## config.mk

```make
export PLATFORM = sky130hd
export DESIGN_NAME = fwd_wb_pipe
export DESIGN_NICKNAME = d
export VERILOG_FILES = /design/src/rtl/fwd_wb_pipe_pkg.sv /design/src/rtl/fwd_wb_pipe_fwd_sel.sv /design/src/rtl/fwd_wb_pipe.sv
export SDC_FILE = /design/constraint.sdc
export NUM_CORES = 1
export LEC_CHECK = 0
export CAP_MARGIN = 20
export CORE_ASPECT_RATIO = 1.1
export CORE_MARGIN = 5
export CORE_UTILIZATION = 40
export CTS_CLUSTER_SIZE = 24
export DETAILED_ROUTE_END_ITERATION = 10
export DONT_BUFFER_PORTS = 1
export HOLD_SLACK_MARGIN = 0.02
export PLACE_DENSITY = 0.66
export REMOVE_ABC_BUFFERS = 1
export SLEW_MARGIN = 20
export SYNTH_ARGS = -nofsm -noshare
export SYNTH_HDL_FRONTEND = slang
export SYNTH_SLANG_ARGS = --single-unit
```

## constraint.sdc

```tcl
create_clock -name clk -period 2 [get_ports clk]
set_input_delay 0.4 -clock clk [delete_from_list [all_inputs] [get_ports clk]]
set_output_delay 0.4 -clock clk [all_outputs]
set_load 0.02 [all_outputs]
```

## src/rtl/fwd_wb_pipe_pkg.sv

```systemverilog
// Shared encodings for the pipelined write-back / forwarding block.
package fwd_wb_pipe_pkg;

   localparam logic [1:0] A3_SEL_RD   = 2'b00;
   localparam logic [1:0] A3_SEL_RT   = 2'b01;
   localparam logic [1:0] A3_SEL_RA   = 2'b10;
   localparam logic [1:0] A3_SEL_NONE = 2'b11;

   localparam logic [1:0] WD_SEL_ALU  = 2'b00;
   localparam logic [1:0] WD_SEL_DM   = 2'b01;
   localparam logic [1:0] WD_SEL_PC8  = 2'b10;
   localparam logic [1:0] WD_SEL_RSV  = 2'b11;

   localparam logic [1:0] TUSE_NONE   = 2'd3;

   // Default link register; the top exposes its own RA_IDX parameter.
   localparam int DEF_RA_IDX = 31;

   function automatic logic [1:0] sat_dec(input logic [1:0] t);
      return (t == 2'd0) ? 2'd0 : t - 2'd1;
   endfunction

endpackage

```

## src/rtl/fwd_wb_pipe_fwd_sel.sv

```systemverilog
// One read channel: E > M > W priority forward mux and its Tuse/Tnew stall term.
module fwd_sel
   import fwd_wb_pipe_pkg::*;
#(
   parameter int DATA_W = 32,
   parameter int REG_AW = 5
) (
   input  logic [REG_AW-1:0] i_ra,
   input  logic [DATA_W-1:0] i_rdata,
   input  logic [1:0]        i_tuse,
   input  logic [REG_AW-1:0] i_a3_e,
   input  logic [1:0]        i_tnew_e,
   input  logic [DATA_W-1:0] i_val_e,
   input  logic [REG_AW-1:0] i_a3_m,
   input  logic [1:0]        i_tnew_m,
   input  logic [DATA_W-1:0] i_val_m,
   input  logic [REG_AW-1:0] i_a3_w,
   input  logic [DATA_W-1:0] i_val_w,
   output logic [DATA_W-1:0] o_fwd,
   output logic              o_stall
);

   logic w_hit_e, w_hit_m, w_hit_w;

   // A zero address never matches, so $0 always reads the GRF value.
   assign w_hit_e = (i_ra != '0) && (i_ra == i_a3_e);
   assign w_hit_m = (i_ra != '0) && (i_ra == i_a3_m);
   assign w_hit_w = (i_ra != '0) && (i_ra == i_a3_w);

   always_comb begin
      o_fwd = i_rdata;
      if (w_hit_e)      o_fwd = i_val_e;
      else if (w_hit_m) o_fwd = i_val_m;
      else if (w_hit_w) o_fwd = i_val_w;
   end

   assign o_stall = (i_tuse != TUSE_NONE) &&
                    ((w_hit_e && (i_tnew_e > i_tuse)) ||
                     (w_hit_m && (i_tnew_m > i_tuse)));

endmodule

```

## src/rtl/fwd_wb_pipe.sv

```systemverilog
// D-stage A3/WD select, E/M/W destination pipeline, operand forwarding,
// load-use stall and GRF write port driven from W.
module fwd_wb_pipe
   import fwd_wb_pipe_pkg::*;
#(
   parameter int DATA_W = 32,
   parameter int REG_AW = 5,
   parameter int NUM_RD = 2,
   parameter int RA_IDX = DEF_RA_IDX
) (
   input  logic                     clk,
   input  logic                     reset,
   input  logic [REG_AW-1:0]        d_rd,
   input  logic [REG_AW-1:0]        d_rt,
   input  logic [1:0]               d_a3_sel,
   input  logic [1:0]               d_wd_sel,
   input  logic [1:0]               d_tnew,
   input  logic [DATA_W-1:0]        d_pc8,
   input  logic [NUM_RD*REG_AW-1:0] d_ra,
   input  logic [NUM_RD*DATA_W-1:0] d_rdata,
   input  logic [NUM_RD*2-1:0]      d_tuse,
   input  logic [DATA_W-1:0]        e_alu_result,
   input  logic [DATA_W-1:0]        m_dm_rd,
   input  logic                     flush,
   output logic [NUM_RD*DATA_W-1:0] d_fwd,
   output logic                     stall,
   output logic                     grf_we,
   output logic [REG_AW-1:0]        grf_a3,
   output logic [DATA_W-1:0]        grf_wd
);

   logic [REG_AW-1:0] w_a3_d;
   logic [NUM_RD-1:0] w_stall_ch;

   logic [REG_AW-1:0] r_a3_e, r_a3_m, r_a3_w;
   logic [1:0]        r_wdsel_e, r_wdsel_m;
   logic [1:0]        r_tnew_e, r_tnew_m;
   logic [DATA_W-1:0] r_pc8_e, r_res_m, r_wd_w;

   always_comb begin
      case (d_a3_sel)
         A3_SEL_RD: w_a3_d = d_rd;
         A3_SEL_RT: w_a3_d = d_rt;
         A3_SEL_RA: w_a3_d = REG_AW'(RA_IDX);
         default:   w_a3_d = '0;
      endcase
   end

   always_ff @(posedge clk) begin
      if (reset) begin
         r_a3_e    <= '0;
         r_wdsel_e <= WD_SEL_ALU;
         r_tnew_e  <= '0;
         r_pc8_e   <= '0;
         r_a3_m    <= '0;
         r_wdsel_m <= WD_SEL_ALU;
         r_tnew_m  <= '0;
         r_res_m   <= '0;
         r_a3_w    <= '0;
         r_wd_w    <= '0;
      end else begin
         // stall and flush both just inject one bubble into E
         if (stall || flush) begin
            r_a3_e    <= '0;
            r_wdsel_e <= WD_SEL_ALU;
            r_tnew_e  <= '0;
            r_pc8_e   <= '0;
         end else begin
            r_a3_e    <= w_a3_d;
            r_wdsel_e <= d_wd_sel;
            r_tnew_e  <= d_tnew;
            r_pc8_e   <= d_pc8;
         end
         r_a3_m    <= r_a3_e;
         r_wdsel_m <= r_wdsel_e;
         r_tnew_m  <= sat_dec(r_tnew_e);
         r_res_m   <= (r_wdsel_e == WD_SEL_PC8) ? r_pc8_e : e_alu_result;
         r_a3_w    <= r_a3_m;
         r_wd_w    <= (r_wdsel_m == WD_SEL_DM) ? m_dm_rd : r_res_m;
      end
   end

   for (genvar g = 0; g < NUM_RD; g++) begin : g_ch
      fwd_sel #(.DATA_W(DATA_W), .REG_AW(REG_AW)) u_sel (
         .i_ra     (d_ra[g*REG_AW +: REG_AW]),
         .i_rdata  (d_rdata[g*DATA_W +: DATA_W]),
         .i_tuse   (d_tuse[g*2 +: 2]),
         .i_a3_e   (r_a3_e),
         .i_tnew_e (r_tnew_e),
         .i_val_e  (r_pc8_e),
         .i_a3_m   (r_a3_m),
         .i_tnew_m (r_tnew_m),
         .i_val_m  (r_res_m),
         .i_a3_w   (r_a3_w),
         .i_val_w  (r_wd_w),
         .o_fwd    (d_fwd[g*DATA_W +: DATA_W]),
         .o_stall  (w_stall_ch[g])
      );
   end

   assign stall = |w_stall_ch;

   // W still holds a live write during the reset cycle; suppress it.
   assign grf_we = (r_a3_w != '0) && !reset;
   assign grf_a3 = r_a3_w;
   assign grf_wd = r_wd_w;

endmodule

```

==> impl_metrics.ini, run 1 <==
[global_route]
grt-ovfl-total = 0
track_usage_pct = 29.4
largest_net_degree_at_the_start_of_global_routing = 81
grt_first_pass_wirelength_mm = 40.6
via_count_of_the_first_global_routing_pass = 7051
grt_antenna_before_repair = 1

[clocking]
clk_pin_slew_worst_paths_ns = 0.05
cts_tree = yes
cts-root-buf = sky130_fd_sc_hd__clkbuf_16
clock_latency_ns = 0.42
hold_bufs_at_cts = 0
cts-htree-levels = 4
cts_inserted_buffers = 17
clock_sink_count = 119
clk_path_buf_depth = 2

[logic_synthesis]
synth_area_leader_cell = sky130_fd_sc_hd__dfxtp_1
mean_instance_size_in_the_synthesized_netlist_sq_um = 7.61
synth_area_sq_mm = 0.00617
ys.warnings.count = 0
synth_edf_count = 0
synth_top_cells_by_area = sky130_fd_sc_hd__dfxtp_1, sky130_fd_sc_hd__nand2_1, sky130_fd_sc_hd__o32ai_1, sky130_fd_sc_hd__a31oi_1, sky130_fd_sc_hd__a21oi_1
synth.yosys.seq_area_share_pct = 38.6
yosys.cell_types.count = 26
netlist_top_cells_count = sky130_fd_sc_hd__nand2_1, sky130_fd_sc_hd__dfxtp_1, sky130_fd_sc_hd__a21oi_1, sky130_fd_sc_hd__a31oi_1, sky130_fd_sc_hd__o32ai_1
synth_async_sr_flop_share_pct = 0
synth_ff_type = sky130_fd_sc_hd__dfxtp_1
postSynthCellCount = 811
synth.most_common_cell = sky130_fd_sc_hd__nand2_1
post-synth-top-area-fraction_pct = 38.6
synth-seq-cells = 119

[final_layout]
post_route_cells_drive_above_1_share_pct = 35.5
area_growth_syn_to_layout_pct = 56.5
final.fill_count = 1191
finalNetCount = 1116
cell_area_after_layout_sq_mm = 0.00965

[worst_setup_path]
critical_path_buf_inv_count = 4
r2r_cells = 9
register_to_register_setup_slack_ns = 0.05
crit_path_cell_trace = xor2_1 > nor3_2 > buf_4 > nand3_4 > buf_12 > buf_12 > o32ai_2 > a31oi_1 > buf_4
critical_path_arrival_ns = 2.19
crit_path_max_incr_delay_ns = 0.33
critPathLaunchType = flop
worstSetupPathType = flop to output port
slowest_stage = sky130_fd_sc_hd__dfxtp_2
worst_path_dominant_cell_family = buffers and inverters
cp_endpoint_kind = output port
cp_max_fo = 8
wp_data_required_ns = 1.60
first_element_of_the_critical_path = r_a3_m[4]$_SDFF_PP0_
crit-reg2reg-capture = r_pc8_e[30]$_SDFF_PP0_
r2r_start = r_tnew_e[1]$_SDFF_PP0_

[pwr]
p_total_mw = 7.14
p_per_area_mw_per_mm2 = 740
p_leak_nw = 3.94
ir_worst_vdd_v = 0.000523

[worst_hold_path]
hold_path.class = primary input to flop
hold_path_end = r_a3_m[3]$_SDFF_PP0_
hold_critical_path_depth = 1
hp-start = reset

[sta]
slew_headroom_pct = 70.4
skew_ns = 0.0118
fin_crit_ns = 2.59
setup-tns-final_ns = -33.79
hold_slack_ns = 0.0453
timing.final.setup_violations = 65
tightest_slew_ns = 0.446
final-hold-violation-count = 0
unrepaired_setup_endpoints_after_global_routing = true
timing.final.ws_setup_ns = -0.585
final_max_slew_viol_count = 0
min_period_over_period_pct = 129
fmax_ghz = 0.387

[routing]
ant_nets_after_route = 0
wirelength_mm = 27.8
dr.first_iter.drc_count = 488
avgViaCountPerCell = 6.13
wire_length_per_cell_um = 24.8
drt-pass1-iter-count = 6
remaining_drc_errors = 0
dr_total_vias = 6894

[floorplanning]
rows = 47
floorplan.die.height_um = 140
ios = 296
initial_utilization_pct = 40.8
die_width_um = 128
placeable_core_area_sq_mm = 0.0151
design.die.area_sq_mm = 0.0180

[placed_design]
place_congestion = 0.877
half_perimeter_wire_length_after_placement_mm = 18.1
placed_area_sq_mm = 0.00733
portBuffers = 0

[run_status]
outcome = complete, but fails checks
violated_checks = negative setup slack

[run]
max_cap_violations = 0
## sequential cells by signal (all words and copies together) (netlist names)
name,cells
r_tnew_m,2
grf_a3,5
r_tnew_e,2
r_a3_e,5
r_wdsel_m,2
r_a3_m,5
r_wdsel_e,2
r_pc8_e,32
grf_wd,32
r_res_m,32
## report_power, final
group	internal [mW]	switching (mW)
Clock	1.93	1.13
Sequential	2.49	0.192
Combinational	0.664	0.734
## layer usage
metal  vias up  global-route usage (%)  routed length [um]
met3        79                    8.53                2620
met4         2                    14.5                 982
met5         -                       0                  13
met1      3315                    33.1               10200
li1       3084                       -                   -
met2       414                    50.2               14000
## worst reg2reg max path: cells and delay by family (launching register included)
kind | cells | cell delay (ns)
and+or+nand+nor | 4 | 0.65
DFF | 1 | 0.36
AOI/OAI and AO/OA | 1 | 0.15
adders and majority gates | 1 | 0.27
buffers and inverters | 3 | 0.41
## kinds of logic (layout without fill, tap and decap cells)
family,count (synthesis),after routing,share of synthesized area (%)
xor+xnor,30,30,4.26
flops,119,119,38.6
compound gates,206,206,22.4
fa+ha+maj,9,9,1.83
simple gates,370,371,26.3
other cells,0,1,0
buf+inv,77,192,6.63
## through the flow
| step | instances | worst slack [ns] | utilization, % |
|---|---|---|---|
| final | 1124 | -0.585 | 63.9 |
| after global routing | 1123 | -0.681 | 63.8 |
| after CTS | 1115 | -0.550 | 60.0 |
| after detailed placement | 1068 | -0.295 | 48.5 |
| after global placement | 1068 | -0.294 | 48.5 |
| after floorplan | 740 | -0.421 | - |
## repair_timing
item | CTS | global route
pin swaps | 27 | 19
buffers inserted | 9 | 6
resized for setup | 148 | 68
cloned | 7 | 2
endpoints found under the hold margin | 0 | 0
endpoints found under the setup margin | 65 | 103
## how the worst max path moves through the flow
stage / endpoint / slack [ns] / depth (start not counted)
after floorplan: d_fwd[32] / -0.42 / 5
after global placement: d_fwd[52] / -0.29 / 8
after detailed placement: d_fwd[52] / -0.30 / 8
after CTS: d_fwd[53] / -0.55 / 9
after global routing: d_fwd[1] / -0.68 / 9
final: d_fwd[33] / -0.59 / 9
## cell usage in the layout (no fill, tap or decap), types with 7 or more instances in the layout
cell                          n
sky130_fd_sc_hd__nand2_1    264
sky130_fd_sc_hd__dfxtp_1    105
sky130_fd_sc_hd__buf_4      100
sky130_fd_sc_hd__a21oi_1     65
sky130_fd_sc_hd__a31oi_1     46
sky130_fd_sc_hd__and3_1      40
sky130_fd_sc_hd__o32ai_4     33
sky130_fd_sc_hd__buf_12      27
sky130_fd_sc_hd__o32ai_2     26
sky130_fd_sc_hd__xor2_1      24
sky130_fd_sc_hd__clkbuf_16   19
sky130_fd_sc_hd__buf_6       19
sky130_fd_sc_hd__nor2b_1     13
sky130_fd_sc_hd__nor2_1      12
sky130_fd_sc_hd__a31oi_2     10
sky130_fd_sc_hd__dfxtp_2     10
sky130_fd_sc_hd__a31oi_4      8
sky130_fd_sc_hd__nor3_2       7
## cell type report
class / instances / area (sq um) / area share, %
clock buffers: 21 / 470 / 4.87
diodes: 1 / 2.50 / 0.0259
clock inverters: 11 / 123 / 1.27
flip-flops and latches: 119 / 2410 / 25.0
well taps: 196 / 245 / 2.54
repair buffers: 154 / 1710 / 17.7
inverters: 6 / 25.0 / 0.259
multi-input cells: 616 / 4670 / 48.4
Power figures use the tool's default switching activity.
==> inputs of run 2 (changes only) <==
--- a/config.mk
+++ b/config.mk
@@ -12,7 +12,7 @@
 export CTS_CLUSTER_SIZE = 24
 export DETAILED_ROUTE_END_ITERATION = 10
 export DONT_BUFFER_PORTS = 1
-export HOLD_SLACK_MARGIN = 0.02
+export HOLD_SLACK_MARGIN = 0.12
 export PLACE_DENSITY = 0.66
 export REMOVE_ABC_BUFFERS = 1
 export SLEW_MARGIN = 20
==> constraint.sdc (replaced) <==
create_clock -name clk -period 3.23 [get_ports clk]
set_input_delay 0.646 -clock clk [delete_from_list [all_inputs] [get_ports clk]]
set_output_delay 0.646 -clock clk [all_outputs]
set_load 0.02 [all_outputs]
==> impl_metrics.ini, run 2 (same netlist as run 1, synthesis figures left out) <==
[final_layout]
finalNetCount = 1046
post_route_cells_drive_above_1_share_pct = 16.0
layout.cells.most_common = sky130_fd_sc_hd__nand2_1
most-common-layout-cells = sky130_fd_sc_hd__nand2_1, sky130_fd_sc_hd__dfxtp_1, sky130_fd_sc_hd__buf_4
area_growth_syn_to_layout_pct = 19.0

[routing]
wire_length_per_cell_um = 22.7
drt-pass1-iter-count = 5
remaining_drc_errors = 0
dr_total_vias = 6407
ant_nets_after_route = 0
wirelength_mm = 23.9
dr.first_iter.drc_count = 522
avgViaCountPerCell = 6.08

[pwr]
ir_worst_vdd_v = 0.000378
combPwrFrac_pct = 14.9
internal-power_mw = 3.02
p_leak_nw = 3.13
p_total_mw = 4.17
power_switching_mw = 1.16
p_per_area_mw_per_mm2 = 568
clock_power_share_pct = 46.0
pwr-share-seq_pct = 39.1
power.share.switching_pct = 27.7

[worst_hold_path]
hold_critical_path_depth = 1
hold_path_end = r_a3_m[3]$_SDFF_PP0_
hold_path.class = primary input to flop
hp-start = reset

[sta]
unrepaired_setup_endpoints_after_global_routing = false
fin_crit_ns = 3.11
fmax_ghz = 0.321
min_period_over_period_pct = 96.4
setup-tns-final_ns = 0
timing.final.ws_setup_ns = 0.117
slew_headroom_pct = 39.7
timing.final.setup_violations = 0
final-hold-violation-count = 0
tightest_slew_ns = 0.902
final_max_slew_viol_count = 0
skew_ns = 0.00799

[global_route]
grt-ovfl-total = 0
grt_antenna_before_repair = 2
via_count_of_the_first_global_routing_pass = 6272
track_usage_pct = 25.3
grt_first_pass_wirelength_mm = 35.5
largest_net_degree_at_the_start_of_global_routing = 81

[worst_setup_path]
worstSetupPathType = flop to output port
r2r_start = r_tnew_e[1]$_SDFF_PP0_
slowest_stage = sky130_fd_sc_hd__dfxtp_1
critPathLaunchType = flop
critical_path_buf_inv_count = 2
cp_max_fo = 17
critical_path_arrival_ns = 2.47
worst_path_dominant_cell_family = simple AND/OR/NAND/NOR gates
r2r_cells = 7
crit_path_cell_trace = xor2_1 > nor3_1 > and3_2 > buf_4 > nand2_1 > a31oi_1 > buf_4
crit-reg2reg-capture = r_pc8_e[18]$_SDFF_PP0_
register_to_register_setup_slack_ns = 1.31
crit_path_max_incr_delay_ns = 0.54
cpMostUsedCell = sky130_fd_sc_hd__buf_4
cp_endpoint_kind = output port
wp_data_required_ns = 2.58

[placed_design]
portBuffers = 0
half_perimeter_wire_length_after_placement_mm = 16.8
place_congestion = 0.858
dp_worst_setup_slack_ns = 0.305

[clocking]
post-cts-setup-buffer-count = 0
clock_sink_count = 119
cts-htree-levels = 4
cts-root-buf = sky130_fd_sc_hd__clkbuf_16
clk_pin_slew_worst_paths_ns = 0.05
cts_inserted_buffers = 17
cts_tree = yes
hold_bufs_at_cts = 0
clock_latency_ns = 0.41
clk_path_buf_depth = 2

[floorplanning]
initial_utilization_pct = 40.8
placeable_core_area_sq_mm = 0.0151
floorplan.die.height_um = 140
die_width_um = 128
ios = 296
rows = 47
design.die.area_sq_mm = 0.0180

[run_status]
outcome = finished clean

[run]
max_cap_violations = 0
## run 2: changes by cell type in the layout (fill, tap and decap cells not counted), moves of 18 or more
cell	delta
sky130_fd_sc_hd__buf_6	-19
sky130_fd_sc_hd__o32ai_2	-26
sky130_fd_sc_hd__o32ai_4	-33
sky130_fd_sc_hd__o32ai_1	+59
sky130_fd_sc_hd__a31oi_1	+18
sky130_fd_sc_hd__buf_12	-26
## run 2: power by group through the flow
stage / combinational, mW / sequential, mW / clock [mW]
3_5_place_dp: 0.618 / 1.66 / 0
3_3_place_gp: 0.612 / 1.66 / 0
4_1_cts: 0.621 / 1.63 / 1.95
5_1_grt: 0.670 / 1.64 / 2.01
2_1_floorplan: 0.380 / 1.64 / 0
6_report: 0.621 / 1.63 / 1.92
## run 2: worst max path at each step
stage | startpoint | to | slack [ns] | cells after the start
CTS | grf_a3[3]$_SDFF_PP0_ | d_fwd[29] | 0.10 | 7
global placement | d_ra[4] | d_fwd[24] | 0.30 | 7
detailed placement | d_ra[4] | d_fwd[24] | 0.31 | 7
floorplan | d_ra[8] | d_fwd[32] | 0.36 | 5
global route | grf_a3[3]$_SDFF_PP0_ | d_fwd[52] | 0.003 | 7
finish | grf_a3[3]$_SDFF_PP0_ | d_fwd[27] | 0.12 | 7
## run 2: final cells by class
cell class                 count  area, sq um
fill                        1525         7770
multi-input combinational    615         3440
sequential                   119         2380
timing repair buffer          85          651
clock buffer                  22          484
tap                          196          245
clock inverter                10          119
inverter                       6         22.5
antenna                        1         2.50
## run 2: routing by layer
metal  wire, um  GRT usage, %  vias to the layer above
li1           -             -                     2933
met1       9080          30.7                     3032
met2      11700          42.0                      389
met3       2490          7.62                       51
met4        594          9.72                        2
met5         13             0                        -
## run 2: metrics by stage
step	std cells	instance area (sq um)	utilization, %	hold slack [ns]
2_1_floorplan	740	5780	-	0.398
3_3_place_gp	1021	6740	44.6	0.416
3_5_place_dp	1021	6740	44.6	0.406
4_1_cts	1053	7340	48.6	0.285
5_1_grt	1054	7340	48.6	0.279
6_report	1054	7340	48.6	0.306
## run 2: repair_timing
item	in CTS	in global routing
setup endpoints to repair	0	1
resized for setup	0	1
endpoints found under the hold margin	0	0
